[src/rtl/dadda_mult_seq_ctrl.sv]
// Batch sequencer for the pipelined Dadda multiplier.
// Streams ROM operands in, writes products out, counts mismatches.
module dadda_mult_seq_ctrl #(
  parameter int WIDTH        = 8,
  parameter int NUM_VECTORS  = 16,
  parameter int ADDR_W       = 4,
  parameter int MULT_LATENCY = 2,
  parameter int ERR_W        = 8
) (
  input  logic                 sys_clock,
  input  logic                 reset_rtl,
  input  logic                 start,
  output logic                 busy,
  output logic                 done,
  output logic                 op_rd_en,
  output logic [ADDR_W-1:0]    op_addr,
  input  logic [WIDTH-1:0]     op_a,
  input  logic [WIDTH-1:0]     op_b,
  output logic [WIDTH-1:0]     mult_a,
  output logic [WIDTH-1:0]     mult_b,
  input  logic [2*WIDTH-1:0]   mult_p,
  output logic                 res_we,
  output logic [ADDR_W-1:0]    res_addr,
  output logic [2*WIDTH-1:0]   res_data,
  output logic [ERR_W-1:0]     err_count
);

  localparam int D  = 2 + MULT_LATENCY;
  localparam int PW = 2 * WIDTH;
  localparam logic [ADDR_W-1:0] LAST =
    ADDR_W'(NUM_VECTORS - 1);

  typedef enum logic [1:0] {
    S_IDLE,
    S_ISSUE,
    S_DRAIN,
    S_DONE
  } state_t;

  state_t            state_q, state_d;
  logic [ADDR_W-1:0] rd_cnt_q, rd_cnt_d;
  logic [ADDR_W-1:0] wr_cnt_q, wr_cnt_d;
  logic [D-1:0]      vld_q, vld_d;
  logic [WIDTH-1:0]  a_q, a_d;
  logic [WIDTH-1:0]  b_q, b_d;
  logic [ERR_W-1:0]  err_q, err_d;
  logic              issue;
  logic              accept;
  logic [PW-1:0]     prod;
  logic [PW-1:0]     gold;

  assign prod = {{WIDTH{1'b0}}, a_q} *
                {{WIDTH{1'b0}}, b_q};

  generate
    if (MULT_LATENCY == 0) begin : g_comb
      assign gold = prod;
    end else begin : g_pipe
      logic [MULT_LATENCY-1:0][PW-1:0] gold_q;
      logic [MULT_LATENCY-1:0][PW-1:0] gold_d;

      // Delay the golden product to line up with mult_p.
      always_comb begin
        gold_d    = gold_q;
        gold_d[0] = prod;
        for (int i = 1; i < MULT_LATENCY; i++) begin
          gold_d[i] = gold_q[i-1];
        end
      end

      // Golden delay line registers.
      always_ff @(posedge sys_clock) begin
        if (reset_rtl) gold_q <= '0;
        else           gold_q <= gold_d;
      end

      assign gold = gold_q[MULT_LATENCY-1];
    end
  endgenerate

  assign res_we = vld_q[D-1];

  // Next-state logic; DRAIN exits once no tag remains in flight.
  always_comb begin
    state_d = state_q;
    issue   = 1'b0;
    accept  = 1'b0;
    unique case (state_q)
      S_IDLE: begin
        if (start) begin
          accept  = 1'b1;
          state_d = S_ISSUE;
        end
      end
      S_ISSUE: begin
        issue = 1'b1;
        if (rd_cnt_q == LAST) state_d = S_DRAIN;
      end
      S_DRAIN: begin
        if (vld_d == '0) state_d = S_DONE;
      end
      S_DONE: begin
        state_d = S_IDLE;
      end
      default: state_d = S_IDLE;
    endcase
  end

  // Datapath next values: counters, valid tags, operands, errors.
  always_comb begin
    rd_cnt_d = rd_cnt_q;
    wr_cnt_d = wr_cnt_q;
    err_d    = err_q;
    a_d      = a_q;
    b_d      = b_q;
    vld_d    = {vld_q[D-2:0], issue};
    if (accept) begin
      rd_cnt_d = '0;
      wr_cnt_d = '0;
      err_d    = '0;
    end
    if (issue) rd_cnt_d = rd_cnt_q + ADDR_W'(1);
    if (vld_q[0]) begin
      a_d = op_a;
      b_d = op_b;
    end
    if (res_we) begin
      wr_cnt_d = wr_cnt_q + ADDR_W'(1);
      if (mult_p != gold && err_q != '1) begin
        err_d = err_q + ERR_W'(1);
      end
    end
  end

  // State and datapath registers.
  always_ff @(posedge sys_clock) begin
    if (reset_rtl) begin
      state_q  <= S_IDLE;
      rd_cnt_q <= '0;
      wr_cnt_q <= '0;
      vld_q    <= '0;
      a_q      <= '0;
      b_q      <= '0;
      err_q    <= '0;
    end else begin
      state_q  <= state_d;
      rd_cnt_q <= rd_cnt_d;
      wr_cnt_q <= wr_cnt_d;
      vld_q    <= vld_d;
      a_q      <= a_d;
      b_q      <= b_d;
      err_q    <= err_d;
    end
  end

  assign busy      = (state_q != S_IDLE);
  assign done      = (state_q == S_DONE);
  assign op_rd_en  = issue;
  assign op_addr   = rd_cnt_q;
  assign mult_a    = a_q;
  assign mult_b    = b_q;
  assign res_addr  = wr_cnt_q;
  assign res_data  = res_we ? mult_p : '0;
  assign err_count = err_q;

endmodule

[config.mk]
export PLATFORM = sky130hd
export DESIGN_NAME = dadda_mult_seq_ctrl
export DESIGN_NICKNAME = d
export VERILOG_FILES = /design/src/rtl/dadda_mult_seq_ctrl.sv
export SDC_FILE = /design/constraint.sdc
export NUM_CORES = 1
export LEC_CHECK = 0
export CELL_PAD_IN_SITES_DETAIL_PLACEMENT = 0
export CELL_PAD_IN_SITES_GLOBAL_PLACEMENT = 1
export CORE_UTILIZATION = 41
export DETAILED_ROUTE_END_ITERATION = 10
export PLACE_DENSITY_LB_ADDON = 0.1
export SLEW_MARGIN = 10
export SYNTH_ARGS = -nofsm -noshare
export SYNTH_HDL_FRONTEND = slang
export SYNTH_SLANG_ARGS = --single-unit
[constraint.sdc]
create_clock -name sys_clock -period 5.3 [get_ports sys_clock]
set_clock_uncertainty 0.2 [all_clocks]
set_input_delay 0.795 -clock sys_clock [delete_from_list [all_inputs] [get_ports sys_clock]]
set_output_delay 0.795 -clock sys_clock [all_outputs]
set_load 0.01 [all_outputs]
* Yosys cells after proc, flatten, opt, wreduce, memory -nomap -nowiden
Cells that the tools add are included.
Storage, ports and cells: register bits 70, output and inout bits 52, logic and storage cells 43
Cells by class: add/sub/neg operators 3, $mul 1, equal/unequal tests 9, muxes and demuxes 14, reduce and logical (&&, ||, !) cells 7
Operators by type and width (number):
- 8-bit two-way mux | 3
- 8-bit by 8-bit multiplier with 16-bit output | 1
- 16-bit two-way mux | 1
- 16-bit inequality test | 1
- 4-bit two-way mux | 3
- 4-bit by 1-bit adder with 4-bit output (second input constant) | 2
- 8-bit by 1-bit adder with 8-bit output (second input constant) | 1
- 8-bit inequality test (second input constant) | 1
- 2-bit one-hot mux with 4 select lines | 1
- 2-bit two-way mux | 3
- 2-bit inequality test (second input constant) | 3
- 2-bit nonzero test | 3
- 2-bit equality test (second input constant) | 2
- 4-bit equality test (second input constant) | 1
- 4-bit zero test | 1
- 1-bit two-way mux | 3
- 3-bit AND reduction | 1
- 2-bit by 1-bit equality test with 1-bit output (second input constant) | 1
- 2-bit zero test | 1
- 1-bit logical AND | 1

* Logic depth before layout (Yosys ltp)
Gate-level depths: netlist of run 1.
depth after elaboration 5, depth in mapped cells 16, depth with buffers taken out 16

* Worst setup path after synthesis of run 1
No wires, ideal clock.
kind register to register, from reg b_q[7], in the netlist mult_b[7], to reg g_pipe.gold_q (netlist bit g_pipe.gold_d[30]), data arrival time 4482 ps, required time 4986 ps, slack 504 ps, stages on the path, launching flop included 16, path buffers 0, clock period less this slack 4796 ps, cell sequence dfxtp_1 > nand2_1 > fa_1 > fa_1 > inv_1 > fa_1 > inv_1 > fa_1 > inv_1 > ha_1 > and3_1 > a221o_1 > or4_4 > a311oi_2 > xor2_1 > nor2_1
On the way: cells in the longest elaborated chain, start to end 1
RTL lines:
- start, declared | line 45 | logic [WIDTH-1:0] b_q, b_d;
- start signal, assigned | line 143 | b_q <= '0;
- start signal, assigned | line 151 | b_q <= b_d;
- 8-bit by 8-bit multiplier with 16-bit output | line 52 | assign prod = {{WIDTH{1'b0}}, a_q} *
- end signal, assigned | line 74 | else gold_q <= gold_d;
- end, declared | line 59 | logic [MULT_LATENCY-1:0][PW-1:0] gold_q;
No other way between the ends. A chain may end at the register's enable or synchronous reset.

* Final worst setup path of run 1
from reg a_q[1], in the netlist mult_a[1], to reg g_pipe.gold_q (netlist bit g_pipe.gold_d[30])
On the way: cells in the longest elaborated chain, start to end 1
RTL lines:
- start, declared | line 44 | logic [WIDTH-1:0] a_q, a_d;
- start signal, assigned | line 142 | a_q <= '0;
- start signal, assigned | line 150 | a_q <= a_d;
- 8-bit by 8-bit multiplier with 16-bit output | line 52
No other way between the ends.

==> results of run 1 <==
-- critical path, delay by kind of cell (launching register included) --
family	cells	cell delay, ns
buffers and inverters	3	0.16
AND/OR/NAND/NOR	4	0.78
AO/OA/AOI/OAI	2	0.61
XOR/XNOR	1	0.18
flip-flops	1	0.49
adder cells (fa/ha/maj)	5	2.47
-- Yosys cell counts (all sizes together) (3+ instances only) --
cell     n
ha      44
nor3    10
fa      36
and3     6
o211ai   3
dfxtp   70
nand2   27
o21ai   10
nand4    4
a21oi   13
nand3    7
nor2b   28
clkbuf  10
nor2    42
a211o    3
a221o    3
xnor2   18
mux2i   19
inv     56
and2    65
xor2     8
-- layout by cell type, fill, tap and decap left out, drive strengths merged, types with 3 or more instances in the layout --
cell	n
nor2b	28
nor2	42
xor2	8
o211ai	3
ha	44
dfxtp	70
inv	56
xnor2	18
nand4	4
mux2i	19
a21oi	13
buf	6
and2	65
clkdlybuf4s50	85
and3	6
fa	36
nand3	7
nand2	27
a211o	3
nor3	10
a221o	3
clkbuf	13
o21ai	10
-- routing by layer --
metal | share of wire, % | vias to the layer above | wire, µm | track usage (%)
li1 | - | 1834 | - | -
met2 | 44 | 83 | 4273 | 26.29
met3 | 6.1 | 13 | 595 | 4.031
met4 | 1.7 | 0 | 169 | 8.857
met5 | 0 | - | 0 | 0
met1 | 48 | 1637 | 4731 | 23.31
-- through the flow --
step | area, µm² | hold WS, ns | worst slack, ns | utilization (%) | power [mW]
after floorplan | 4775 | 0.2138 | 0.5039 | - | 0.8231
after global placement | 5787 | 0.2222 | 0.3751 | 50.90 | 0.9761
after detailed placement | 5787 | 0.2204 | 0.2598 | 50.90 | 0.9828
after CTS | 6045 | 0.2330 | 0.2361 | 53.16 | 1.526
after global routing | 6047 | 0.2510 | 0.02851 | 53.19 | 1.595
final | 6047 | 0.2296 | 0.2740 | 53.19 | 1.502
-- cell families (layout without fill, tap and decap cells) --
| family | Yosys count | count (layout) | synth area share, % |
|---|---|---|---|
| xor+xnor | 26 | 26 | 4.769 |
| fa+ha+maj | 80 | 80 | 26.62 |
| simple gates | 199 | 199 | 22.54 |
| mux | 20 | 20 | 4.219 |
| buf+inv | 68 | 161 | 5.660 |
| compound gates | 47 | 47 | 6.840 |
| flops | 70 | 70 | 29.35 |
-- where the power goes --
part           internal, mW  leakage [nW]  total (mW)  switching (mW)
sequential            0.565         0.567       0.632          0.0671
clock                 0.324         0.122       0.532           0.208
combinational         0.177          2.02       0.337           0.161
total                  1.07          2.70        1.50           0.436
-- area by class of cell --
type	count	area share [%]
Clock buffer	13	4.138
Multi-Input combinational cell	372	51.31
Sequential cell	70	23.22
Timing Repair Buffer	91	14.77
Clock inverter	1	0.1241
Inverter	56	3.476
Tap cell	143	2.959
-- state kept, by name (all words and copies together) (netlist names) --
register and cells:
g_pipe.gold_d 16, gold 16, err_count 8, mult_a 8, mult_b 8, op_addr 4, res_addr 4, vld_q 4
state_q 2
-- how the worst max path moves through the flow --
stage                         to  startpoint  cells past startpoint  slack [ns]
6_report       g_pipe.gold_d[30]   mult_a[1]                     15        0.27
5_1_grt        g_pipe.gold_d[30]   mult_a[1]                     15        0.03
4_1_cts        g_pipe.gold_d[30]   mult_a[0]                     15        0.24
3_5_place_dp   g_pipe.gold_d[30]   mult_a[1]                     15        0.26
3_3_place_gp   g_pipe.gold_d[30]   mult_a[0]                     15        0.38
2_1_floorplan  g_pipe.gold_d[30]   mult_b[7]                     15        0.50
==> results.json, run 1 <==
{
  "run_status": "finished clean",
  "slowest_delay_ns": 0.56,
  "drtAntennaViolNets": 0,
  "cts_buffers": 9,
  "placed_cells": 732,
  "post_route_cells_drive_above_1_share_pct": 4.478,
  "nets": 715,
  "clock_path_buffers": 2,
  "final_max_slew_viol_count": 0,
  "row_count": 39,
  "ys.flop_type": "sky130_fd_sc_hd__dfxtp_1",
  "worst_setup_path_start_kind": "register",
  "globalRouteOverflowTotal": 0,
  "gp_congestion": 0.8325,
  "synth_edf_count": 0,
  "netlist_area_um2": 4775,
  "end_kind": "register",
  "timing.reg2reg.worst_path_depth": 15,
  "grt_start_max_net_pins": 68,
  "postCtsResizedCells": 0,
  "drc": 0,
  "critical_r2r_capture": "g_pipe.gold_d[30]",
  "wl_per_cell_um": 13.10,
  "grt_pass1_vias": 3363,
  "cts.root.buffer_cell": "sky130_fd_sc_hd__clkbuf_16",
  "postSynth.asyncResetShare_pct": 0,
  "maxCapViolations": 0,
  "critPathRequiredTime_ns": 5.29,
  "cts_tree": "yes",
  "p_leak_nw": 2.705,
  "max_freq_mhz": 199.0,
  "number_of_failing_setup_endpoints_in_the_final_timing_report": 0,
  "worstMarginPinSlew_ns": 0.9610,
  "synth-warning-count": 0,
  "post-synth-top-area-fraction_pct": 29.35,
  "num_io_pins": 87,
  "routed-via-count": 3567,
  "synth-seq-area-share_pct": 29.35,
  "crit_arrival_ns": 5.02,
  "number_of_synthesized_register_bits": 70,
  "die-area_um2": 12080,
  "criticalPathCategory": "register to register",
  "synth_nets": 625,
  "htreeDepth": 3,
  "path_max_fanout": 10,
  "yosys-top-cells-area": "sky130_fd_sc_hd__dfxtp_1 (29%), sky130_fd_sc_hd__fa_1 (15%), sky130_fd_sc_hd__ha_1 (12%), sky130_fd_sc_hd__and2_1 (8.5%), sky130_fd_sc_hd__inv_1 (4.4%)",
  "power-per-cell-area_nw_per_um2": 248.4,
  "hold_viol_final": 0,
  "cts_sink_cnt": 70,
  "wl_final_um": 9769,
  "clock_insertion_delay_worst_skew_ns": 0.33,
  "buffer_ports.inserted": 86,
  "grt_setup_unrepaired": "no",
  "synthToLayoutAreaGrowth_pct": 26.65,
  "syn_inst": 510,
  "detailedRoute.firstIterationViolations": 166,
  "worst_slew_margin_rel_pct": 35.85,
  "post_layout_nonfiller_instances": 746,
  "routed_via_density": 4.782,
  "min_to": "gold[8]",
  "number_of_setup_buffers_added_after_cts": 0,
  "cp_cell_sequence": "nand2_1, fa_1, fa_1, inv_1, fa_1, inv_1, fa_1, inv_1, ha_1, and3_1, a221o_1, or4_4, a311oi_2, xor2_1, nor2_1",
  "globalRouteTotalUtil_pct": 17.46,
  "cts.clk_slew.worst_paths_ns": 0.05,
  "floorplan.core_area_um2": 11370,
  "grt_first_pass_wirelength_um": 16040,
  "holdBufCountCts": 0,
  "antenna_cells_inserted": 0,
  "total_area_of_multi_input_combinational_cells_um2": 3103,
  "totalNegativeSetupSlack_ns": 0,
  "layout.area.seq_um2": 1404,
  "holdPathStages": 1,
  "worst_path_max_delay_cell": "sky130_fd_sc_hd__fa_1",
  "post_synth_top_area_cell": "sky130_fd_sc_hd__dfxtp_1",
  "power.ir.vdd_worst_mv": 0.1709,
  "reg2reg_slack_ns": 0.27,
  "final_min_period_over_clock_period_pct": 94.83,
  "detailedRoute.firstPassIterationCount": 7,
  "crit-reg2reg-launch": "mult_a[1]",
  "die_height_um": 109.9,
  "syn-mean-instance-area_um2": 9.362,
  "post-route-min-period_ns": 5.026,
  "hold_path_startpoint": "g_pipe.gold_d[24]",
  "number_of_antenna_violations_at_the_first_check_in_global_routing": 0,
  "initial_core_util_pct": 41.99,
  "hold_wc_path_type": "register to register",
  "synthDistinctLibCells": 45,
  "chipWidth_um": 109.9,
  "hpwl_um": 7578,
  "fillers": 1093,
  "critPathMostFrequentCell": "sky130_fd_sc_hd__fa_1"
}
(Power assumes the default switching activity.)
==> inputs of run 2 (changes only) <==
- ABC_AREA: not set -> 1
- CORE_MARGIN: not set -> 2
- CORE_UTILIZATION: 41 -> 39
- CTS_CLUSTER_SIZE: not set -> 24
==> run 2 against run 1 <==
Synthesized cell count rose by 50%. Power grew 13%. Worst hold slack worse by 0.030 ns. Combinational power is 21% higher. Clock-buffer cell count fell by 2. Cell area rose by 7.6%. Utilization shrank 3.9 points. Area after synthesis grew 9.9%. Global-route usage shrank 0.17 points. Flip-flop and latch count stayed put.
==> results.json, run 2 <==
{
  "cts.clk_slew.worst_paths_ns": 0.06,
  "synth_edf_count": 0,
  "postCtsResizedCells": 0,
  "syn-mean-instance-area_um2": 6.838,
  "detailedRoute.firstIterationViolations": 196,
  "ys.flop_type": "sky130_fd_sc_hd__dfxtp_1",
  "cts_sink_cnt": 70,
  "power-per-cell-area_nw_per_um2": 260.2,
  "critical_path.n_buffers_inverters": 4,
  "parity_gate_share_of_the_synthesized_area_counting_xor_and_xnor_cells_pct": 0.8349,
  "synth-seq-area-share_pct": 26.72,
  "post_synth_top_area_cell": "sky130_fd_sc_hd__dfxtp_1",
  "worst_path_max_delay_cell": "sky130_fd_sc_hd__fa_1",
  "max_freq_mhz": 235.0,
  "synthDistinctLibCells": 33,
  "grt_first_pass_wirelength_um": 20170,
  "combinationalPowerShare_pct": 24.2,
  "netlist_area_um2": 5245,
  "gp_congestion": 0.8391,
  "globalRouteTotalUtil_pct": 17.29,
  "critical_path.top_delay_family": "adder cells",
  "num_io_pins": 87,
  "synth_common_cells": "sky130_fd_sc_hd__inv_1 (186), sky130_fd_sc_hd__nand2_1 (185), sky130_fd_sc_hd__nor2_1 (103)",
  "post-synth-top-area-fraction_pct": 26.72,
  "post_synth_and_or_nand_nor_area_fraction_pct": 25.24,
  "syn_inst": 767,
  "p_sw_share_pct": 32.50,
  "run_status": "finished clean",
  "drtAntennaViolNets": 0,
  "drc": 0,
  "chipWidth_um": 120.0,
  "floorplan.core_area_um2": 13190,
  "cts.root.buffer_cell": "sky130_fd_sc_hd__clkbuf_16",
  "worst_setup_path_start_kind": "register",
  "initial_core_util_pct": 39.76,
  "synthMuxAreaShare_pct": 0,
  "number_of_failing_setup_endpoints_in_the_final_timing_report": 0,
  "worst_slew_margin_rel_pct": 22.95,
  "hold_path_startpoint": "g_pipe.gold_d[20]",
  "die_height_um": 120.0,
  "clock_path_buffers": 2,
  "post-route-min-period_ns": 4.255,
  "routed_via_density": 4.433,
  "share_of_total_power_in_the_clock_network_pct": 35.4,
  "nets": 950,
  "die-area_um2": 14390,
  "end_kind": "register",
  "detailedRoute.firstPassIterationCount": 4,
  "hold_wc_path_type": "register to register",
  "wl_final_um": 11310,
  "power.ir.vdd_worst_mv": 0.2172,
  "clock_insertion_delay_worst_skew_ns": 0.34,
  "buffer_ports.inserted": 86,
  "grt_start_max_net_pins": 40,
  "htreeDepth": 3,
  "antenna_cells_inserted": 0,
  "postSynth.asyncResetShare_pct": 0,
  "maxCapViolations": 0,
  "number_of_setup_buffers_added_after_cts": 0,
  "synthToLayoutAreaGrowth_pct": 24.02,
  "wl_per_cell_um": 11.15,
  "holdBufCountCts": 0,
  "fillers": 1323,
  "hpwl_um": 8767,
  "layout.area.seq_um2": 1401,
  "final_max_slew_viol_count": 0,
  "cp_cell_sequence": "nand2_1, fa_1, fa_1, inv_1, fa_1, inv_1, fa_1, inv_1, ha_1, nand2_1, inv_1, a21boi_2, o21ai_0, nand2_1, nand2_1, nor2_1",
  "combinational_family_with_the_most_area_after_synthesis": "simple AND/OR/NAND/NOR gates",
  "power.sequential.fraction_pct": 40.4,
  "number_of_antenna_violations_at_the_first_check_in_global_routing": 0,
  "yosys-top-cells-area": "sky130_fd_sc_hd__dfxtp_1 (27%), sky130_fd_sc_hd__fa_1 (14%), sky130_fd_sc_hd__inv_1 (13%), sky130_fd_sc_hd__nand2_1 (13%), sky130_fd_sc_hd__ha_1 (10%)",
  "mostFrequentLayoutCells": "sky130_fd_sc_hd__inv_1 (186), sky130_fd_sc_hd__nand2_1 (185), sky130_fd_sc_hd__nor2_1 (103), sky130_fd_sc_hd__clkdlybuf4s50_1 (86), sky130_fd_sc_hd__dfxtp_1 (70)",
  "final_min_period_over_clock_period_pct": 80.29,
  "globalRouteOverflowTotal": 0,
  "post_route_cells_drive_above_1_share_pct": 3.337,
  "cp-startpoint": "mult_b[6]",
  "synthMostInstantiatedCell": "sky130_fd_sc_hd__inv_1",
  "cts_tree": "yes",
  "worstMarginPinSlew_ns": 1.155,
  "row_count": 42,
  "crit-reg2reg-launch": "mult_b[6]",
  "totalNegativeSetupSlack_ns": 0,
  "slowest_delay_ns": 0.56,
  "crit_arrival_ns": 4.28,
  "p_leak_nw": 3.545,
  "hold_viol_final": 0,
  "number_of_synthesized_register_bits": 70,
  "path_max_fanout": 10,
  "most_frequent_standard_cell_in_the_layout_excluding_fill_and_tap_cells": "sky130_fd_sc_hd__inv_1",
  "criticalPathCategory": "register to register",
  "critPathRequiredTime_ns": 5.32,
  "synth-warning-count": 0,
  "net-switching-power_mw": 0.5500,
  "total_area_of_multi_input_combinational_cells_um2": 3000,
  "synth_compound_gate_area_share_pct": 6.894,
  "cts_buffers": 9,
  "grt_pass1_vias": 4499,
  "internal_power_mw": 1.142,
  "routed-via-count": 4500,
  "synth-adder-area-share_pct": 24.24,
  "grt_setup_unrepaired": "no",
  "post-layout-total-power_mw": 1.692,
  "synth_nets": 882
}
run 2: cell types whose count changed in the layout (fill, tap and decap cells not counted), moves of 6 or more:
cell / change
sky130_fd_sc_hd__nand2_1: +158
sky130_fd_sc_hd__inv_1: +130
sky130_fd_sc_hd__and2_1: -65
sky130_fd_sc_hd__nor2_1: +61
sky130_fd_sc_hd__nor2b_1: -28
sky130_fd_sc_hd__o21ai_0: +21
sky130_fd_sc_hd__mux2i_1: -19
sky130_fd_sc_hd__xnor2_1: -15
sky130_fd_sc_hd__a21oi_1: +10
sky130_fd_sc_hd__nand3_1: +8
sky130_fd_sc_hd__clkinv_1: +7
sky130_fd_sc_hd__nor3_1: -6
sky130_fd_sc_hd__xor2_1: -6
run 2: area by class of cell:
class                      count  share of cell area (%)
tap                          176                   3.385
clock inverter                 4                  0.7309
inverter                     193                   11.14
clock buffer                  11                   3.731
sequential                    70                   21.54
timing repair buffer          87                   13.35
multi-input combinational    474                   46.12
run 2: tightest hold or removal path, cell delays in order (launching register included):
cell and delay, ns:
sky130_fd_sc_hd__dfxtp_1 0.29, sky130_fd_sc_hd__inv_1 0.04, sky130_fd_sc_hd__nor2_1 0.03
run 2: power by group through the flow:
stage | combinational (mW) | sequential (mW) | clock [mW]
detailed placement | 0.412 | 0.696 | 0
global placement | 0.404 | 0.692 | 0
finish | 0.409 | 0.685 | 0.599
floorplan | 0.293 | 0.632 | 0
CTS | 0.416 | 0.686 | 0.613
global route | 0.473 | 0.699 | 0.638
run 2: final timing paths:
check                      endpoint  slack [ns]  cells past startpoint
hold / removal              gold[4]        0.20                      2
hold reg to reg             gold[4]        0.20                      2
setup / recovery  g_pipe.gold_d[29]        1.04                     16
setup reg to reg  g_pipe.gold_d[29]        1.04                     16
run 2: layer usage:
| metal | wire length [µm] | global-route usage (%) | share of wire (%) | vias up |
|---|---|---|---|---|
| met5 | 0 | 0 | 0 | - |
| met1 | 5448 | 21.20 | 48 | 2023 |
| li1 | - | - | - | 2389 |
| met2 | 5106 | 29.15 | 45 | 76 |
| met4 | 166 | 5.882 | 1.5 | 0 |
| met3 | 592 | 4.800 | 5.2 | 12 |
run 2: kinds of logic after synthesis:
| group | Yosys count |
|---|---|
| xor gates and xnor gates | 5 |
| AOI/OAI and AO/OA | 65 |
| buffers and inverters | 223 |
| adders and majority gates | 80 |
| DFF | 70 |
| and+or+nand+nor | 324 |
run 2: per-stage QoR:
step / worst slack (ns) / instance area [µm²] / util (%) / hold slack [ns] / std cells
finish: 1.045 / 6505 / 49.32 / 0.1997 / 1015
global route: 0.6769 / 6505 / 49.32 / 0.2111 / 1015
CTS: 1.011 / 6505 / 49.32 / 0.2019 / 1015
detailed placement: 1.044 / 6215 / 47.12 / 0.1944 / 1000
global placement: 1.100 / 6215 / 47.12 / 0.1906 / 1000
floorplan: 1.168 / 5245 / - / 0.1883 / 767
